--- config.mk ---
export PLATFORM = sky130hd
export DESIGN_NAME = mul_ns_pipe
export DESIGN_NICKNAME = d
export VERILOG_FILES = /design/src/rtl/mul_ns_pipe.sv
export SDC_FILE = /design/constraint.sdc
export NUM_CORES = 1
export LEC_CHECK = 0
export CAP_MARGIN = 20
export CORE_MARGIN = 2
export CORE_UTILIZATION = 40
export DETAILED_ROUTE_END_ITERATION = 7
export DONT_BUFFER_PORTS = 1
export REMOVE_ABC_BUFFERS = 1
export SLEW_MARGIN = 25
export SYNTH_ARGS = -nofsm -noshare
export SYNTH_HDL_FRONTEND = slang
export SYNTH_SLANG_ARGS = --single-unit
--- constraint.sdc ---
create_clock -name clk -period 8.51 [get_ports clk]
set_input_delay 2.553 -clock clk [delete_from_list [all_inputs] [get_ports clk]]
set_output_delay 2.553 -clock clk [all_outputs]
set_load 0.01 [all_outputs]
--- src/rtl/mul_ns_pipe.sv ---
// Signed WIDTHxWIDTH multiplier with per-beat exact/approximate mode, STAGES-deep pipeline.
// Latency: STAGES cycles from acceptance to out_valid; one beat per cycle when unstalled.
// Backpressure: out_valid && !out_ready freezes every stage and drops in_ready combinationally.
module mul_ns_pipe #(
    parameter int WIDTH    = 8,
    parameter int STAGES   = 2,
    parameter int APPROX_K = 2
) (
    input  logic                 clk,
    input  logic                 rst,
    input  logic                 in_valid,
    output logic                 in_ready,
    input  logic [WIDTH-1:0]     A,
    input  logic [WIDTH-1:0]     B,
    input  logic                 mode,
    output logic                 out_valid,
    input  logic                 out_ready,
    output logic [2*WIDTH-1:0]   O,
    output logic                 O_mode,
    output logic [15:0]          done_cnt
);
    localparam int PW = 2 * WIDTH;
    localparam logic [WIDTH-1:0] APPROX_MASK = {WIDTH{1'b1}} << APPROX_K;

    logic [STAGES-1:0] stage_vld;
    logic [PW-1:0]     stage_dat [STAGES];
    logic              stage_mode [STAGES];

    logic              stall;
    logic [WIDTH-1:0]  a_op;
    logic [WIDTH-1:0]  b_op;
    logic [PW-1:0]     a_ext;
    logic [PW-1:0]     b_ext;
    logic [PW-1:0]     prod;

    assign out_valid = stage_vld[STAGES-1];
    assign stall     = out_valid & ~out_ready;
    assign in_ready  = ~stall;
    assign O         = stage_dat[STAGES-1];
    assign O_mode    = stage_mode[STAGES-1];

    // Clearing the low bits of a two's-complement value floors it to a multiple of 2^APPROX_K.
    always_comb begin
        a_op  = mode ? (A & APPROX_MASK) : A;
        b_op  = mode ? (B & APPROX_MASK) : B;
        a_ext = {{WIDTH{a_op[WIDTH-1]}}, a_op};
        b_ext = {{WIDTH{b_op[WIDTH-1]}}, b_op};
        prod  = a_ext * b_ext;
    end

    // Data only moves behind a valid beat, so the output holds its last result across bubbles.
    always_ff @(posedge clk) begin
        if (rst) begin
            stage_vld <= '0;
            for (int s = 0; s < STAGES; s++) begin
                stage_dat[s]  <= '0;
                stage_mode[s] <= 1'b0;
            end
        end else if (!stall) begin
            stage_vld[0] <= in_valid;
            if (in_valid) begin
                stage_dat[0]  <= prod;
                stage_mode[0] <= mode;
            end
            for (int s = 1; s < STAGES; s++) begin
                stage_vld[s] <= stage_vld[s-1];
                if (stage_vld[s-1]) begin
                    stage_dat[s]  <= stage_dat[s-1];
                    stage_mode[s] <= stage_mode[s-1];
                end
            end
        end
    end

    always_ff @(posedge clk) begin
        if (rst) begin
            done_cnt <= '0;
        end else if (out_valid && out_ready) begin
            done_cnt <= done_cnt + 16'd1;
        end
    end
endmodule

==> out/metrics.cfg, run 1 <==
[status]
outcome=completed

[worst_setup_path]
cpMostUsedCell=fa_1
cpPeakStageDelay_ps=550
critPathKind=in -> reg
slowest_stage=fa_1
r2r_start=stage_vld[1]
cp_top_family=adder cells
crit_end=stage_dat[0][13]
rrSetupSlack_ps=6800
critPathRequiredTime_ps=8550
endpoint_kind=register
r2r-end=stage_dat[0][4]
critPathBufInv=3
worstPathMaxFanout=8
path_depth=16
crit_chain=nor2b_1, nand2_1, fa_1, fa_1, inv_1, fa_1, inv_1, fa_1, inv_1, ha_1, a21oi_2, o21ai_1, a21oi_1, o21ai_1, xnor2_1, nor2_1
rr_worst_depth=4
crit_path_start_kind=primary input
crit_start=A[1]
arrival_ps=6510

[synth]
netlist.area_leader.share=0.2382
syn_area_per_cell_sq_um=9.983
yosysTopAreaCell=fa_1
ys_seq_area_frac=0.2989
ys_warn_count=0
synth_cells=463
syn_area_sq_mm=0.004622
yosysUniqueCellTypes=41
synthTopCellsByArea=fa_1, edfxtp_1, ha_1
yosys_register_bits=52

[sta]
max_slew_margin=0.5085
fmax_mhz=154.6
hold_viol=0
period_share=0.7600
fin_crit_ps=6468
layout_setup_ws_ps=2042
setup-tns-final_ps=0
finalSetupViolations=0
slew_viol_final=0
worst_pin_slew_ps=737.2
whs_ps=503.5
rsz0062_at_grt=no
fin_worst_skew_ps=8.246

[final_layout]
multi_input_area_sq_mm=0.002789
layout_common_cells=inv_1, and2_1, fa_1, nand2_1, edfxtp_1
area_growth_pct=4.386
num_antenna_cells=0
seqCellArea_sq_mm=0.001381
fillers=1118
final_cells=593
final_cell_area_sq_mm=0.004825
final_common_cell=inv_1
layout-drive-gt1-share=0.04222
post-route-util=0.4243
nets=555

[clocking]
insertion_delay_ps=290
ctsHoldBuffers=0
clkSlewWorstSetupHoldPaths_ps=60
cts_tree=built
cts_htree_levels=2
cts_buffers=5
cts_setup_buffers=0
cts.repair.resized=0
root_buffer=clkbuf_16
cts_max_path_buffers=2
cts.sinks=52

[die]
start_util=0.4065
std_cell_rows=39
num_io_pins=56
core_sq_mm=0.01137
die_width_um=111.5
die_h_um=111.5
dieArea_sq_mm=0.01243

[drt]
via_count=2768
drc=0
dr.pass1.iters=4
drtIter0Drc=121
wl_per_cell_um=13.28
ant_nets=0
routed_wl_um=7877
viasPerCell=4.668

[worst_hold_path]
worstHoldStart=stage_vld[0]
whs_path_depth=2
hp-class=reg -> reg

[global_route]
grt_usage=0.1351
grt_pass1_wl_um=13810
overflow=0
antenna_found_initial=0
grt_max_degree=24
grt_pass1_vias=2898

[job]
drv_cap=0

[power_and_ir_drop]
p_total_mw=1.048
cellLeakagePower_nw=2.126
p_per_area_mw_per_mm2=217.2
ir_drop_uv=191.8

[place]
place_hpwl_um=6572
placed_cell_area_sq_mm=0.004654
port_buffers=0
dpl.cell_count=585
pre_cts_slack_ps=1709
gp_congestion=0.8403

## report_power, final
part	internal, mW	total, mW	switching, mW
combinational	0.220	0.500	0.281
sequential	0.313	0.326	0.0131
clock	0.138	0.221	0.0831
## worst min path at each step
| stage | to |
|---|---|
| 2_1_floorplan | stage_vld[0] |
| 3_3_place_gp | stage_vld[0] |
| 3_5_place_dp | stage_vld[0] |
| 4_1_cts | stage_vld[0] |
| 5_1_grt | stage_vld[0] |
| 6_report | stage_vld[0] |
## metal layers
metal,share of wire,wire [um],up-vias,track usage
met1,0.50,3916,1316,0.1900
li1,-,-,1395,-
met2,0.45,3542,50,0.2126
met4,0.015,115,0,0.04198
met3,0.038,302,7,0.02667
met5,0,0,-,0
## worst register-to-register path: stages, from the launching register on
cell and delay [ps]:
dfxtp_1 390, and2b_4 230, inv_2 100, nand2_1 80
nand2b_1 540
## state kept, by name, indices dropped and copies added (netlist names)
name        flops
done_cnt       16
stage_mode      2
stage_dat      32
stage_vld       2
## synthesized netlist by cell type (all sizes together)
master / instances
nor2b: 6
o21ai: 10
clkbuf: 4
a21oi: 13
o21bai: 1
a211oi: 1
nor4: 1
nand4: 1
and2b: 1
dfxtp: 18
or3: 4
o31ai: 1
nand2: 37
xor2: 10
ha: 30
nand2b: 5
nand3: 11
and4: 3
o21a: 1
buf: 17
nor3: 5
and2: 57
xnor2: 16
inv: 83
fa: 55
nor2: 32
and3: 2
a21o: 2
edfxtp: 34
a21boi: 1
a22oi: 1
## cell type report
type,instances,area share
clock buffers,6,0.02671
clock inverters,2,0.007261
inverters,83,0.06457
multi-input cells,307,0.5781
flip-flops and latches,52,0.2863
well taps,143,0.03709
## logic make-up (layout without fill, tap and decap cells)
| family | count (synthesis) | count (layout) | synth area share |
|---|---|---|---|
| flip-flops | 52 | 52 | 0.2989 |
| AO/OA/AOI/OAI | 31 | 31 | 0.03980 |
| buffers and inverters | 104 | 91 | 0.09908 |
| AND/OR/NAND/NOR | 165 | 165 | 0.1936 |
| adder cells (fa/ha/maj) | 85 | 85 | 0.3194 |
| XOR/XNOR | 26 | 26 | 0.04927 |
No activity file was read; power rests on OpenSTA's default activity.
==> inputs of run 2 (changes only) <==
clock period = 6.1 ns   (was 8.51 ns; I/O delays follow)
==> out/metrics.cfg, run 2 (synthesis results as in run 1) <==
[drt]
drtIter0Drc=107  ; -12%
routed_wl_um=7803  ; -0.94%
wl_per_cell_um=13.14  ; -1.1%
ant_nets=0  ; unchanged
viasPerCell=4.636  ; -0.67%
drc=0  ; unchanged
dr.pass1.iters=4  ; unchanged
via_count=2754  ; -0.51%

[sta]
setup-tns-final_ps=0  ; unchanged
fin_worst_skew_ps=5.347  ; -2.899 ps
worst_pin_slew_ps=752.5  ; +15.34 ps
slew_viol_final=0  ; unchanged
fmax_mhz=174.0
finalSetupViolations=0  ; unchanged
rsz0062_at_grt=no
hold_viol=0  ; unchanged
max_slew_margin=0.4983  ; -0.01023
fin_crit_ps=5747
period_share=0.9422

[global_route]
grt_use_met1=0.1776  ; -0.01240
grt_usage=0.1319  ; -0.003153
grtUsageMet3=0.02885  ; +0.002177
grt_pass1_vias=2894  ; -0.14%
antenna_found_initial=0  ; unchanged
grt_pass1_wl_um=13590  ; -1.5%
overflow=0  ; unchanged
grt_max_degree=24  ; unchanged
grt_busiest_layer=met2
use_met2=0.2130  ; +0.0004065

[worst_setup_path]
critPathRequiredTime_ps=6240  ; -2310 ps
crit_start=A[0]
slowest_stage=fa_1
cpMostUsedCell=fa_1
r2r-end=stage_dat[0][1]
rrSetupSlack_ps=4360  ; -2440 ps
critPathKind=in -> reg
rr_worst_depth=4  ; unchanged
r2r_start=stage_vld[1]
endpoint_kind=register
cpPeakStageDelay_ps=550  ; about the same
arrival_ps=5880  ; -630 ps
worstPathMaxFanout=8  ; unchanged
crit_path_start_kind=primary input
crit_chain=nor2b_1, nand2b_1, fa_1, fa_1, inv_1, fa_1, inv_1, fa_1, inv_1, ha_1, nand2_1, o21bai_1, a21oi_1, o21ai_1, a21o_1, a21oi_1

[final_layout]
largest_reg_flops=32  ; unchanged
nets=556  ; +0.18%
layout-drive-gt1-share=0.04656  ; +0.004341
reg_top3=stage_dat (32), done_cnt (16)
layout_common_cells=inv_1, and2_1, fa_1, nand2_1, edfxtp_1
area_growth_pct=4.494
seqCellArea_sq_mm=0.001381  ; unchanged
num_antenna_cells=0  ; unchanged
top_register=stage_dat
multi_input_area_sq_mm=0.002791  ; about the same
final_common_cell=inv_1
fillers=1120  ; +0.18%

[power_and_ir_drop]
power.internal_uw=918.9  ; +37%
ir_drop_uv=189.6  ; -1.2%
cellLeakagePower_nw=2.130  ; +0.21%
clkPwrFrac=0.203  ; -0.008
p_sw_uw=526.2  ; +40%
sw_frac_of_total=0.3641  ; +0.004215
combPwrFrac=0.482  ; +0.004
p_per_area_mw_per_mm2=299.2  ; +38%
pwr-share-seq=0.315  ; +0.004
p_total_mw=1.445  ; +38%

[clocking]
cts_htree_levels=2  ; unchanged
cts.repair.resized=0  ; unchanged
cts_setup_buffers=0  ; unchanged
root_buffer=clkbuf_16
cts.sinks=52  ; unchanged
cts_tree=built
clkSlewWorstSetupHoldPaths_ps=70  ; about the same
cts_buffers=5  ; unchanged
cts_max_path_buffers=2  ; unchanged
insertion_delay_ps=290  ; about the same
ctsHoldBuffers=0  ; unchanged

[die]
die_width_um=111.5  ; unchanged
num_io_pins=56  ; unchanged
core_sq_mm=0.01137  ; unchanged
start_util=0.4065  ; unchanged
dieArea_sq_mm=0.01243  ; unchanged
std_cell_rows=39  ; unchanged
die_h_um=111.5  ; unchanged

[worst_hold_path]
hp-class=reg -> reg
hold_end=stage_vld[0]
whs_path_depth=2  ; unchanged
worstHoldStart=stage_vld[0]

[place]
place_hpwl_um=6456  ; -1.8%
port_buffers=0  ; unchanged
gp_congestion=0.8341  ; -0.74%

[status]
outcome=completed

[job]
drv_cap=0  ; unchanged

run 2: how the worst max path moves through the flow:
stage	end	slack [ps]
after floorplan	stage_dat[0][15]	360
after global placement	stage_dat[0][15]	180
after detailed placement	stage_dat[0][15]	70
after CTS	stage_dat[0][12]	390
after global routing	stage_dat[0][15]	50
final	stage_dat[0][12]	350
run 2: cell type report:
type	count	area share
flip-flops and latches	52	0.2860
clock buffers	7	0.03187
repair buffers	1	0.001554
clock inverters	1	0.001036
inverters	83	0.06451
well taps	143	0.03705
multi-input cells	307	0.5780
run 2: worst max-delay path: cells and delay by family:
family | cells | cell delay (ps)
adders and majority gates | 5 | 2340
AOI/OAI and AO/OA | 5 | 850
and+or+nand+nor | 3 | 720
buffers and inverters | 3 | 140
run 2: power groups by stage:
stage | logic [mW] | clock network [mW] | registers, mW
floorplan | 0.590 | 0 | 0.459
global placement | 0.692 | 0 | 0.463
detailed placement | 0.702 | 0 | 0.465
CTS | 0.707 | 0.304 | 0.457
global route | 0.820 | 0.315 | 0.460
finish | 0.696 | 0.293 | 0.456
run 2: through the flow:
step	utilization	hold slack, ps	setup WS, ps	cell area [sq um]	std cells
2_1_floorplan	-	457.2	360.0	4476	442
3_3_place_gp	0.4100	471.1	175.7	4662	586
3_5_place_dp	0.4100	484.7	72.91	4662	586
4_1_cts	0.4240	492.1	390.4	4821	594
5_1_grt	0.4248	512.0	51.62	4830	594
6_report	0.4248	488.0	352.7	4830	594
run 2: layer usage:
| layer | routed length (um) | part of all wire | vias to the layer above |
|---|---|---|---|
| met5 | 0 | 0 | - |
| met4 | 125 | 0.016 | 0 |
| met3 | 359 | 0.046 | 9 |
| met2 | 3471 | 0.44 | 58 |
| met1 | 3847 | 0.49 | 1294 |
| li1 | - | - | 1393 |
==> inputs of run 3 (changes only) <==
clock period = 6.6 ns   (was 6.1 ns; I/O delays follow)
==> out/metrics.cfg, run 3 (synthesis results as in run 1) <==
[power_and_ir_drop]
p_total_mw=1.316  ; -8.9%
cellLeakagePower_nw=2.116  ; -0.66%
p_per_area_mw_per_mm2=274.1  ; -8.4%
ir_drop_uv=187.1  ; -1.3%

[worst_setup_path]
r2r_start=stage_vld[1]
worstPathMaxFanout=8  ; unchanged
crit_chain=nor2b_1, nand2_1, fa_1, fa_1, inv_1, fa_1, inv_1, fa_1, inv_1, ha_1, a21oi_2, o21ai_1, a21oi_1, o21ai_1, xnor2_1, nor2_1
crit_path_start_kind=primary input
r2r-end=stage_dat[0][4]
cpMostUsedCell=fa_1
critPathKind=in -> reg
critPathRequiredTime_ps=6650  ; +410 ps
cp_top_family=adder cells
rrSetupSlack_ps=4900  ; +540 ps
critPathBufInv=3  ; unchanged
arrival_ps=5940  ; +60 ps
endpoint_kind=register
slowest_stage=fa_1
cpPeakStageDelay_ps=550  ; about the same
rr_worst_depth=4  ; unchanged

[die]
dieArea_sq_mm=0.01243  ; unchanged
num_io_pins=56  ; unchanged
core_sq_mm=0.01137  ; unchanged
die_h_um=111.5  ; unchanged
die_width_um=111.5  ; unchanged
start_util=0.4065  ; unchanged
std_cell_rows=39  ; unchanged

[final_layout]
final_common_cell=inv_1
layout_common_cells=inv_1, and2_1, fa_1, nand2_1, edfxtp_1
reg_top3=stage_dat (32), done_cnt (16)
num_antenna_cells=0  ; unchanged
multi_input_area_sq_mm=0.002789  ; about the same
nets=555  ; -0.18%
fillers=1136  ; +1.4%
area_growth_pct=3.871
layout-drive-gt1-share=0.04222  ; -0.004341
largest_reg_flops=32  ; unchanged
top_register=stage_dat
final_cell_area_sq_mm=0.004801  ; -0.60%
seqCellArea_sq_mm=0.001381  ; unchanged
post-route-util=0.4223  ; -0.002531

[place]
place_hpwl_um=6455  ; about the same
placed_cell_area_sq_mm=0.004654  ; -0.16%
port_buffers=0  ; unchanged
gp_congestion=0.8402  ; +0.73%

[clocking]
cts.repair.resized=0  ; unchanged
ctsHoldBuffers=0  ; unchanged
cts_tree=built
cts_setup_buffers=0  ; unchanged
cts_buffers=5  ; unchanged
cts.sinks=52  ; unchanged
clkSlewWorstSetupHoldPaths_ps=60  ; about the same
root_buffer=clkbuf_16
cts_max_path_buffers=2  ; unchanged
insertion_delay_ps=290  ; about the same
cts_htree_levels=2  ; unchanged

[drt]
viasPerCell=4.619  ; -0.38%
drc=0  ; unchanged
wl_per_cell_um=12.99  ; -1.1%
dr.pass1.iters=4  ; unchanged
via_count=2739  ; -0.54%
ant_nets=0  ; unchanged
routed_wl_um=7702  ; -1.3%
drtIter0Drc=116  ; +8.4%

[sta]
fin_worst_skew_ps=5.355  ; +0.007860 ps
setup-tns-final_ps=0  ; unchanged
hold_viol=0  ; unchanged
whs_ps=499.0  ; +11.03 ps
finalSetupViolations=0  ; unchanged
rsz0062_at_grt=no
slew_viol_final=0  ; unchanged
max_slew_margin=0.5096  ; +0.01130
period_share=0.8919
fmax_mhz=169.9
worst_pin_slew_ps=735.6  ; -16.95 ps
fin_crit_ps=5886

[global_route]
grt_pass1_wl_um=13520  ; -0.51%
overflow=0  ; unchanged
antenna_found_initial=0  ; unchanged
grt_usage=0.1313  ; -0.0005658
grt_pass1_vias=2842  ; -1.8%
grt_max_degree=24  ; unchanged

[worst_hold_path]
hold_end=stage_vld[0]
worstHoldStart=stage_vld[0]
whs_path_depth=2  ; unchanged
hp-class=reg -> reg

[status]
outcome=completed

[job]
drv_cap=0  ; unchanged

run 3: where the power goes:
part | internal, mW | switching [mW] | total (mW)
clock | 0.140 | 0.110 | 0.250
combinational | 0.283 | 0.362 | 0.645
sequential | 0.403 | 0.0171 | 0.421
run 3: per-layer routing:
layer,routed length (um),GRT usage,up-vias
met2,3352,0.2024,55
met4,104,0.04115,0
met3,352,0.02776,7
met5,0,0,-
met1,3893,0.1872,1283
li1,-,-,1394
run 3: worst max path at each step:
stage | startpoint | endpoint | slack [ps] | cells after the start
2_1_floorplan | B[0] | stage_dat[0][15] | 710 | 17
3_3_place_gp | A[1] | stage_dat[0][13] | 420 | 14
3_5_place_dp | A[1] | stage_dat[0][15] | 400 | 16
4_1_cts | A[1] | stage_dat[0][15] | 680 | 16
5_1_grt | A[1] | stage_dat[0][12] | 370 | 16
6_report | A[1] | stage_dat[0][13] | 710 | 16
run 3: final cells by class:
class	count	share of cell area
clock buffers	6	0.02684
inverters	83	0.06489
well taps	143	0.03727
flip-flops and latches	52	0.2877
multi-input cells	307	0.5809
clock inverters	2	0.002346
run 3: worst register-to-register path: cells and delay by family (launching register included):
kind	cells	cell delay, ps
flops	1	390
simple gates	3	840
buf+inv	1	100
run 3: through the flow:
step | setup WS (ps) | std cells
finish | 713.6 | 593
detailed placement | 399.0 | 585
floorplan | 710.0 | 442
global placement | 421.1 | 585
global route | 370.5 | 593
CTS | 682.3 | 593
